[src/rtl/onoc_pkg.sv]
// Shared optical-NoC definitions.
// Holds the injection-port FSM state type and the default waveguide flit width
// used by the router-side injection blocks.
package onoc_pkg;

  typedef enum logic [1:0] {
    TX_IDLE,
    TX_REQ,
    TX_SEND
  } tx_state_t;

  localparam int unsigned ONOC_FLIT_W_DEFAULT = 8;

endpackage

[src/rtl/onoc_pkt_fifo.sv]
// Packet FIFO: parameterised width/depth synchronous FIFO with occupancy count.
// Ports:
//   clk_i    clock
//   rst_ni   asynchronous active-low reset (empties the FIFO)
//   push_i   write data_i (ignored when full)
//   data_i   write data
//   pop_i    drop the head entry (ignored when empty)
//   data_o   head entry (valid when count_o != 0)
//   count_o  number of stored entries, 0..Depth
module onoc_pkt_fifo #(
  parameter int unsigned Width = 32,
  parameter int unsigned Depth = 4
) (
  input  logic                     clk_i,
  input  logic                     rst_ni,
  input  logic                     push_i,
  input  logic [Width-1:0]         data_i,
  input  logic                     pop_i,
  output logic [Width-1:0]         data_o,
  output logic [$clog2(Depth):0]   count_o
);

  localparam int unsigned PtrW = $clog2(Depth);
  localparam int unsigned CntW = PtrW + 1;

  logic [Width-1:0] mem_q [Depth];
  logic [PtrW-1:0]  wr_ptr_q, wr_ptr_d;
  logic [PtrW-1:0]  rd_ptr_q, rd_ptr_d;
  logic [CntW-1:0]  count_q, count_d;
  logic             push_ok;
  logic             pop_ok;

  assign push_ok = push_i && (count_q != CntW'(Depth));
  assign pop_ok  = pop_i && (count_q != '0);

  // Depth is a power of two, so the pointers wrap by natural overflow.
  always_comb begin
    wr_ptr_d = wr_ptr_q;
    rd_ptr_d = rd_ptr_q;
    count_d  = count_q;
    if (push_ok) begin
      wr_ptr_d = wr_ptr_q + 1'b1;
    end
    if (pop_ok) begin
      rd_ptr_d = rd_ptr_q + 1'b1;
    end
    unique case ({push_ok, pop_ok})
      2'b10:   count_d = count_q + 1'b1;
      2'b01:   count_d = count_q - 1'b1;
      default: count_d = count_q;
    endcase
  end

  always_ff @(posedge clk_i or negedge rst_ni) begin
    if (!rst_ni) begin
      wr_ptr_q <= '0;
      rd_ptr_q <= '0;
      count_q  <= '0;
    end else begin
      wr_ptr_q <= wr_ptr_d;
      rd_ptr_q <= rd_ptr_d;
      count_q  <= count_d;
    end
  end

  // Storage needs no reset: entries are only read once the count covers them.
  always_ff @(posedge clk_i) begin
    if (push_ok) begin
      mem_q[wr_ptr_q] <= data_i;
    end
  end

  assign data_o  = mem_q[rd_ptr_q];
  assign count_o = count_q;

endmodule

[src/rtl/waveguide_tx_port.sv]
// Waveguide injection port.
// Buffers whole packets from the router core, requests the waveguide arbiter
// while packets are pending, and on a one-cycle grant serialises the head
// packet onto the waveguide as exactly DELAY flits (flit 0 first).
// Ports:
//   clk, rst_n            clock, asynchronous active-low reset
//   in_valid/in_ready     packet handshake from the router core
//   in_pkt                packet, flit 0 in the low FLIT_W bits
//   arb_req/arb_grant     request to / grant pulse from the arbiter
//   wg_valid/wg_data/wg_last  waveguide beat outputs (all register-driven)
//   occupancy             buffered packets, excluding the one in flight
//   tx_count              packets fully sent (wrapping)
//   err_grant             sticky: grant seen while not requesting
module waveguide_tx_port
  import onoc_pkg::*;
#(
  parameter int unsigned FLIT_W     = ONOC_FLIT_W_DEFAULT,
  parameter int unsigned DELAY      = 4,
  parameter int unsigned FIFO_DEPTH = 4
) (
  input  logic                          clk,
  input  logic                          rst_n,
  input  logic                          in_valid,
  output logic                          in_ready,
  input  logic [DELAY*FLIT_W-1:0]       in_pkt,
  output logic                          arb_req,
  input  logic                          arb_grant,
  output logic                          wg_valid,
  output logic [FLIT_W-1:0]             wg_data,
  output logic                          wg_last,
  output logic [$clog2(FIFO_DEPTH):0]   occupancy,
  output logic [15:0]                   tx_count,
  output logic                          err_grant
);

  localparam int unsigned PktW  = DELAY * FLIT_W;
  localparam int unsigned OccW  = $clog2(FIFO_DEPTH) + 1;
  localparam int unsigned BeatW = $clog2(DELAY);

  tx_state_t        state_q, state_d;
  logic [PktW-1:0]  shift_q, shift_d;
  logic [BeatW-1:0] beat_q, beat_d;
  logic [15:0]      tx_count_q, tx_count_d;
  logic             err_q, err_d;

  logic [OccW-1:0]  occ;
  logic [PktW-1:0]  head_pkt;
  logic             push;
  logic             pop;
  logic             last_beat;

  assign in_ready  = (occ != OccW'(FIFO_DEPTH));
  assign push      = in_valid && in_ready;
  assign pop       = (state_q == TX_REQ) && arb_grant;
  assign last_beat = (state_q == TX_SEND) && (beat_q == BeatW'(DELAY - 1));

  onoc_pkt_fifo #(
    .Width (PktW),
    .Depth (FIFO_DEPTH)
  ) u_fifo (
    .clk_i   (clk),
    .rst_ni  (rst_n),
    .push_i  (push),
    .data_i  (in_pkt),
    .pop_i   (pop),
    .data_o  (head_pkt),
    .count_o (occ)
  );

  always_comb begin
    state_d    = state_q;
    shift_d    = shift_q;
    beat_d     = beat_q;
    tx_count_d = tx_count_q;
    // Any grant outside REQ is a protocol error; it has no other effect.
    err_d      = err_q | (arb_grant && (state_q != TX_REQ));
    unique case (state_q)
      TX_IDLE: begin
        if (occ != '0) begin
          state_d = TX_REQ;
        end
      end
      TX_REQ: begin
        if (arb_grant) begin
          shift_d = head_pkt;
          beat_d  = '0;
          state_d = TX_SEND;
        end
      end
      TX_SEND: begin
        shift_d = shift_q >> FLIT_W;
        beat_d  = beat_q + 1'b1;
        if (last_beat) begin
          beat_d     = '0;
          tx_count_d = tx_count_q + 16'd1;
          // No pop can occur in TX, so post-push occupancy is occ + push.
          state_d    = ((occ != '0) || push) ? TX_REQ : TX_IDLE;
        end
      end
      default: begin
        state_d = TX_IDLE;
      end
    endcase
  end

  always_ff @(posedge clk or negedge rst_n) begin
    if (!rst_n) begin
      state_q    <= TX_IDLE;
      shift_q    <= '0;
      beat_q     <= '0;
      tx_count_q <= '0;
      err_q      <= 1'b0;
    end else begin
      state_q    <= state_d;
      shift_q    <= shift_d;
      beat_q     <= beat_d;
      tx_count_q <= tx_count_d;
      err_q      <= err_d;
    end
  end

  // Outputs decode registered state only; arb_grant never reaches them combinationally.
  assign arb_req   = (state_q == TX_REQ);
  assign wg_valid  = (state_q == TX_SEND);
  assign wg_last   = last_beat;
  assign wg_data   = wg_valid ? shift_q[FLIT_W-1:0] : '0;
  assign occupancy = occ;
  assign tx_count  = tx_count_q;
  assign err_grant = err_q;

endmodule

[config.mk]
export PLATFORM = sky130hd
export DESIGN_NAME = waveguide_tx_port
export DESIGN_NICKNAME = d
export VERILOG_FILES = /design/src/rtl/onoc_pkg.sv /design/src/rtl/onoc_pkt_fifo.sv /design/src/rtl/waveguide_tx_port.sv
export SDC_FILE = /design/constraint.sdc
export NUM_CORES = 1
export LEC_CHECK = 0
export CAP_MARGIN = 20
export CORE_MARGIN = 3
export CORE_UTILIZATION = 51
export DETAILED_ROUTE_END_ITERATION = 8
export PLACE_DENSITY_LB_ADDON = 0.05
export SLEW_MARGIN = 25
export SYNTH_ARGS = -nofsm -noshare
export SYNTH_HDL_FRONTEND = slang
export SYNTH_SLANG_ARGS = --single-unit
[constraint.sdc]
create_clock -name clk -period 5.1 [get_ports clk]
set_input_delay 0.51 -clock clk [delete_from_list [all_inputs] [get_ports clk]]
set_output_delay 0.51 -clock clk [all_outputs]
set_load 0.05 [all_outputs]
Word-level counts from Yosys, hierarchy flattened. Memory sizes are Yosys's and may differ from the RTL's. Cells that the tools add are included.

Word-level logic and storage cells: 54. Output and inout bits: 32. Memories: 1. Input bits: 36. Memory bits (writable): 128. Register bits after elaboration: 60.

Memories: u_fifo.mem_q (words 4, width 32, rd ports 1, clocked after Yosys merged registers in 0, wr ports 1, RTL line onoc_pkt_fifo.sv:26) `logic [Width-1:0] mem_q [Depth];`.

Add/subtract/negate cells: 6. Equal/unequal tests: 10. Multiplexer cells: 14. Reduce and logical (&&, ||, !) cells: 14. Bitwise operators: 1.

Operators with widths (count): one-hot mux 32 bit (2 select lines) (1); two-way mux 32 bit (1); adder 16 x 1 -> 16 bit (second input constant) (1); two-way mux 2 bit (5); two-way mux 8 bit (1); adder 2 x 1 -> 2 bit (second input constant) (3); equality test 2 bit (second input constant) (3); logical AND 1 bit (6); inequality test 2 x 1 -> 1 bit (second input constant) (3); one-hot mux 2 bit (3 select lines) (1); one-hot mux 3 bit (2 select lines) (1); equality test 2 x 1 -> 1 bit (second input constant) (2); one-hot mux 2 bit (2 select lines) (1); AND reduction 2 bit (2); nonzero test 2 bit (2); adder 3 x 1 -> 3 bit (second input constant) (1); two-way mux 1 bit (3); inequality test 3 bit (second input constant) (1); AND reduction 3 bit (1); nonzero test 3 bit (1); subtractor 3 x 1 -> 3 bit (second input constant) (1); zero test 2 bit (1); inequality test 2 bit (second input constant) (1); logical OR 1 bit (1); bitwise OR 1 bit (1).

Logic depth before layout (Yosys ltp).
Word-level depth: 6. Mapped depth: 10.

Hierarchy. Synthesis repeated with hierarchy kept, for this count alone.

Cells, all modules: 465. Area total of the unflattened synthesis: 7465.9 um^2.

Modules (own cells, without submodules): onoc_pkt_fifo (instances 1, cells each 205, area an instance 5082.4 um^2, sequential area each 4018.9 um^2); waveguide_tx_port (instances 1, cells each 260, area an instance 2383.5 um^2, sequential area each 1326.3 um^2).

Least setup slack after synthesis. Ideal clock, no wire load.

Path type: reg2reg. From: register u_fifo.count_q[2], in the netlist u_fifo.count_o[2]. To: register u_fifo.count_q[2], in the netlist u_fifo.count_o[2]. Required time: 5.018 ns. Arrival time: 2.643 ns. Slack: 2.375 ns. Buffers on the path: 0. Cell stages (with the launch flop): 10. Path through: dfrtp_1 > nand3_1 > and2_1 > inv_1 > ha_1 > inv_1 > fa_1 > xor2_1 > nor2_1 > xor2_1.

Word-level cells in the longest chain between the ends: 5.

RTL lines: from (decl) (RTL line onoc_pkt_fifo.sv:29) `logic [CntW-1:0] count_q, count_d;`; from (signal assigned) (RTL line onoc_pkt_fifo.sv:62) `count_q <= count_d;`; inequality test 3 bit * (RTL line waveguide_tx_port.sv:52) `assign in_ready = (occ != OccW'(FIFO_DEPTH));`; named net in_ready (RTL line waveguide_tx_port.sv:24) `output logic in_ready,`; logical AND 1 bit (RTL line waveguide_tx_port.sv:53) `assign push = in_valid && in_ready;`; logical AND 1 bit * (RTL line onoc_pkt_fifo.sv:33) `assign push_ok = push_i && (count_q != CntW'(Depth));`; equality test 2 x 1 -> 1 bit or equality test 2 bit (tied branches) (RTL line onoc_pkt_fifo.sv:47) `unique case ({push_ok, pop_ok})`; one-hot mux 3 bit (2 select lines) or nonzero test 2 bit (tied branches).

Mark *: on every way through the listed nets, which the timed path passes. The rest lies on a longest branch. A chain may end at the register's enable or synchronous reset.

Final worst setup path.
From: register state_q[1]. To: output port wg_data[7].

Word-level cells in the longest chain between the ends: 2.

RTL lines: from (decl) (RTL line waveguide_tx_port.sv:40) `tx_state_t state_q, state_d;`; from (signal assigned) (RTL line waveguide_tx_port.sv:114) `state_q <= state_d;`; equality test 2 bit (RTL line waveguide_tx_port.sv:124) `assign wg_valid = (state_q == TX_SEND);`; two-way mux 8 bit (RTL line waveguide_tx_port.sv:126) `assign wg_data = wg_valid ? shift_q[FLIT_W-1:0] : '0;`; to (decl) (RTL line waveguide_tx_port.sv:29) `output logic [FLIT_W-1:0] wg_data,`.

No other way between the ends.

==> impl_metrics.toml <==
[pwr]
max-vdd-ir-drop_mv = 0.2711
p_total_w = 0.004813
p_leak_nw = 3.258
pwr-share-seq = 0.476
switching_share = 0.3182
p_int_w = 0.003281
p_comb_frac = 0.279
p_sw_w = 0.001531
clkPwrFrac = 0.245
power_density_mw_per_mm2 = 551.0

[sta]
slew_viol_final = 0
skew_ns = 0.006283
tightest_slew_ns = 0.9162
final-hold-violation-count = 0
rsz0062_at_grt = "false"
fmax_mhz = 290.7
period_share = 0.6745
setup_viol = 0
slew_headroom = 0.3892
fin_crit_ns = 3.440
timing.setup.tns_ns = 0

[worst_setup_path]
crit_chain = "nand2b_1, clkinv_1, buf_4, and2_1, clkdlybuf4s50_1"
endpoint_kind = "output pin"
cp.depth = 5
start_kind = "register"
cpPeakStageDelay_ns = 0.69
path_delay_family = "buffers and inverters"
crit_path_top_delay_cell = "clkdlybuf4s50_1"
critPathMaxFanout = 24
r2r_start = "state_q[1]$_DFFE_PN0P_"
crit_required_ns = 4.59
critPathKind = "reg2out"
critPathArrivalTime_ns = 2.93
r2r_cells = 9
path_buf_inv = 3
setup.worst_path.start = "state_q[1]$_DFFE_PN0P_"

[cts]
clock_latency_ns = 0.42
cts-root-buf = "clkbuf_16"
cts_tree = "built"
clockBufferDepth = 2
cts_buffers = 17
cts_resized = 0
cts_setup_buffers = 0
cts.sinks = 188
hold_buffers = 0
htree_num_levels = 4
clkTransAtPathRegs_ns = 0.06

[hold_path]
min_path_type = "in2async"

[drt]
drcViolationCount = 0
wire_per_inst_um = 19.07
vias = 3829
drt_iter0_markers = 313
vias_per_cell = 5.424
antenna_left = 0
postRouteWirelength_um = 13460
first_pass_iters = 4

[die]
dieArea_mm2 = 0.01587
die_x_um = 126.0
coreArea_mm2 = 0.01399
rows = 43
dieHeight_um = 126.0
initial_core_util = 0.5248
io_pins = 68

[global_route]
grt.total_usage = 0.1847
grt_max_degree = 61
antenna_found_initial = 0
grt_pass1_wl_um = 22200
first_global_vias = 4025
gr-total-overflow = 0

[placed_design]
dp_hpwl_um = 8154
port_buffers = 67
routabilityCongestion = 0.7413

[synthesis]
syn_inst = 438
synth_area_per_cell_um2 = 16.76
synth_area_mm2 = 0.007341
synth_fp_nets = 482
synth.distinct_cells = 36
yosysWarnings = 0
ys_ff_latch = 188
ys_seq_area_frac = 0.7281

[layout]
antenna_cells = 0
nNetsFinal = 557
drive_above_1_share = 0.1445
area_delta_synth_final_pct = 18.99

[run]
max-cap-violations = 0

[run_status]
run_status = "complete, no violations"
-- final cells by class --
cell class / instances / area [µm²]
well taps: 180 / 225.2
flip-flops and latches: 188 / 5348
clock inverters: 5 / 33.78
repair buffers: 75 / 725.7
multi-input cells: 220 / 1867
clock buffers: 27 / 494.2
fillers: 1074 / 5254
inverters: 11 / 41.29
-- metal layers --
layer	track usage	vias up	routed length [µm]
li1	-	1790	-
met1	0.2594	1947	6038
met2	0.2883	81	6723
met3	0.05089	11	564
met4	0.05363	0	138
met5	0	-	0
-- worst paths after layout --
kind	end	slack, ns
hold reg to reg	tx_count[15]$_DFFE_PN0P_	0.47
setup / recovery	wg_data[7]	1.66
min in group clk	tx_count[15]$_DFFE_PN0P_	0.47
setup reg to reg	u_fifo.count_o[2]$_DFFE_PN0P_	2.58
hold / removal	shift_q[10]$_DFFE_PN0P_	0.24
max in group asynchronous	u_fifo.rd_ptr_q[1]$_DFFE_PN0P_	4.29
-- sequential cells by signal, summed over array words and instances, names as in the netlist --
name and count:
beat_q 2, err_grant 1, shift_q 32, state_q 2, tx_count 16, u_fifo.count_o 3
u_fifo.mem_q 128, u_fifo.rd_ptr_q 2, u_fifo.wr_ptr_q 2
-- synthesized netlist by cell type --
cell	number	area, µm²
nand3b_4	1	20.02
nor2_1	5	18.77
dfrtp_1	60	1501
mux2_2	2	22.52
xor2_1	8	70.07
nand2_1	74	277.8
or4_4	1	11.26
nor2_2	2	12.51
nand4_1	5	31.28
nor3_2	1	10.01
o22ai_1	1	6.260
o31ai_1	1	7.510
or3_1	1	6.260
buf_1	2	7.510
clkbuf_1	8	30.03
inv_1	10	37.54
edfxtp_1	128	3844
nand2b_1	2	12.51
nor2b_1	1	6.260
nor4_2	1	12.51
fa_1	1	20.02
and3_1	5	31.28
a22oi_1	24	180.2
mux4_2	32	720.7
xnor2_1	13	113.9
and2_1	10	62.56
o21bai_1	2	15.01
a21oi_1	1	5.000
clkinv_1	1	3.750
and3b_1	1	8.760
buf_4	2	15.01
buf_2	7	35.03
o21ai_0	11	55.05
nor2_4	1	11.26
nand3_1	6	30.03
ha_1	7	87.58
-- power by group through the flow --
stage          registers, W  clock network (W)  logic (W)
6_report            0.00229            0.00118    0.00134
5_1_grt             0.00234            0.00128    0.00148
4_1_cts             0.00229            0.00122    0.00137
3_5_place_dp        0.00232                  0    0.00136
3_3_place_gp        0.00231                  0    0.00134
2_1_floorplan       0.00224                  0   0.000991
-- per-stage QoR --
stage	hold slack (ns)	cell area, µm²	instances	setup WS, ns	utilization
CTS	0.2674	8735	706	1.613	0.6244
global route	0.2960	8735	706	1.452	0.6244
global placement	0.4681	8207	674	2.157	0.5867
finish	0.2447	8735	706	1.660	0.6244
detailed placement	0.4617	8207	674	2.077	0.5867
floorplan	0.2144	7341	438	2.375	-
-- cells in the final DEF, fill, tap and decap left out, types with 2 or more instances in the layout --
| master | instances |
|---|---|
| edfxtp_1 | 128 |
| nand2_1 | 74 |
| clkdlybuf4s50_1 | 66 |
| dfrtp_1 | 58 |
| mux4_2 | 32 |
| a22oi_1 | 24 |
| clkbuf_16 | 18 |
| xnor2_1 | 13 |
| o21ai_0 | 11 |
| inv_1 | 10 |
| and2_1 | 10 |
| xor2_1 | 8 |
| clkbuf_1 | 8 |
| buf_4 | 8 |
| ha_1 | 7 |
| nand3_1 | 6 |
| and3_1 | 5 |
| nand4_1 | 5 |
| nor2_1 | 5 |
| clkinvlp_4 | 3 |
| nand2b_1 | 2 |
| o21bai_1 | 2 |
| nor2_2 | 2 |
| mux2_2 | 2 |
| dfrtp_2 | 2 |
-- cell families (layout without fill, tap and decap cells) --
logic type      Yosys count  in the layout  synth area share
mux                      34             34            0.1012
fa+ha+maj                 8              8           0.01466
simple gates            117            117           0.07670
flops                   188            188            0.7281
buf+inv                  30            118           0.01756
xor+xnor                 21             21           0.02506
compound gates           40             40           0.03664
No activity file was read; power rests on OpenSTA's default activity.
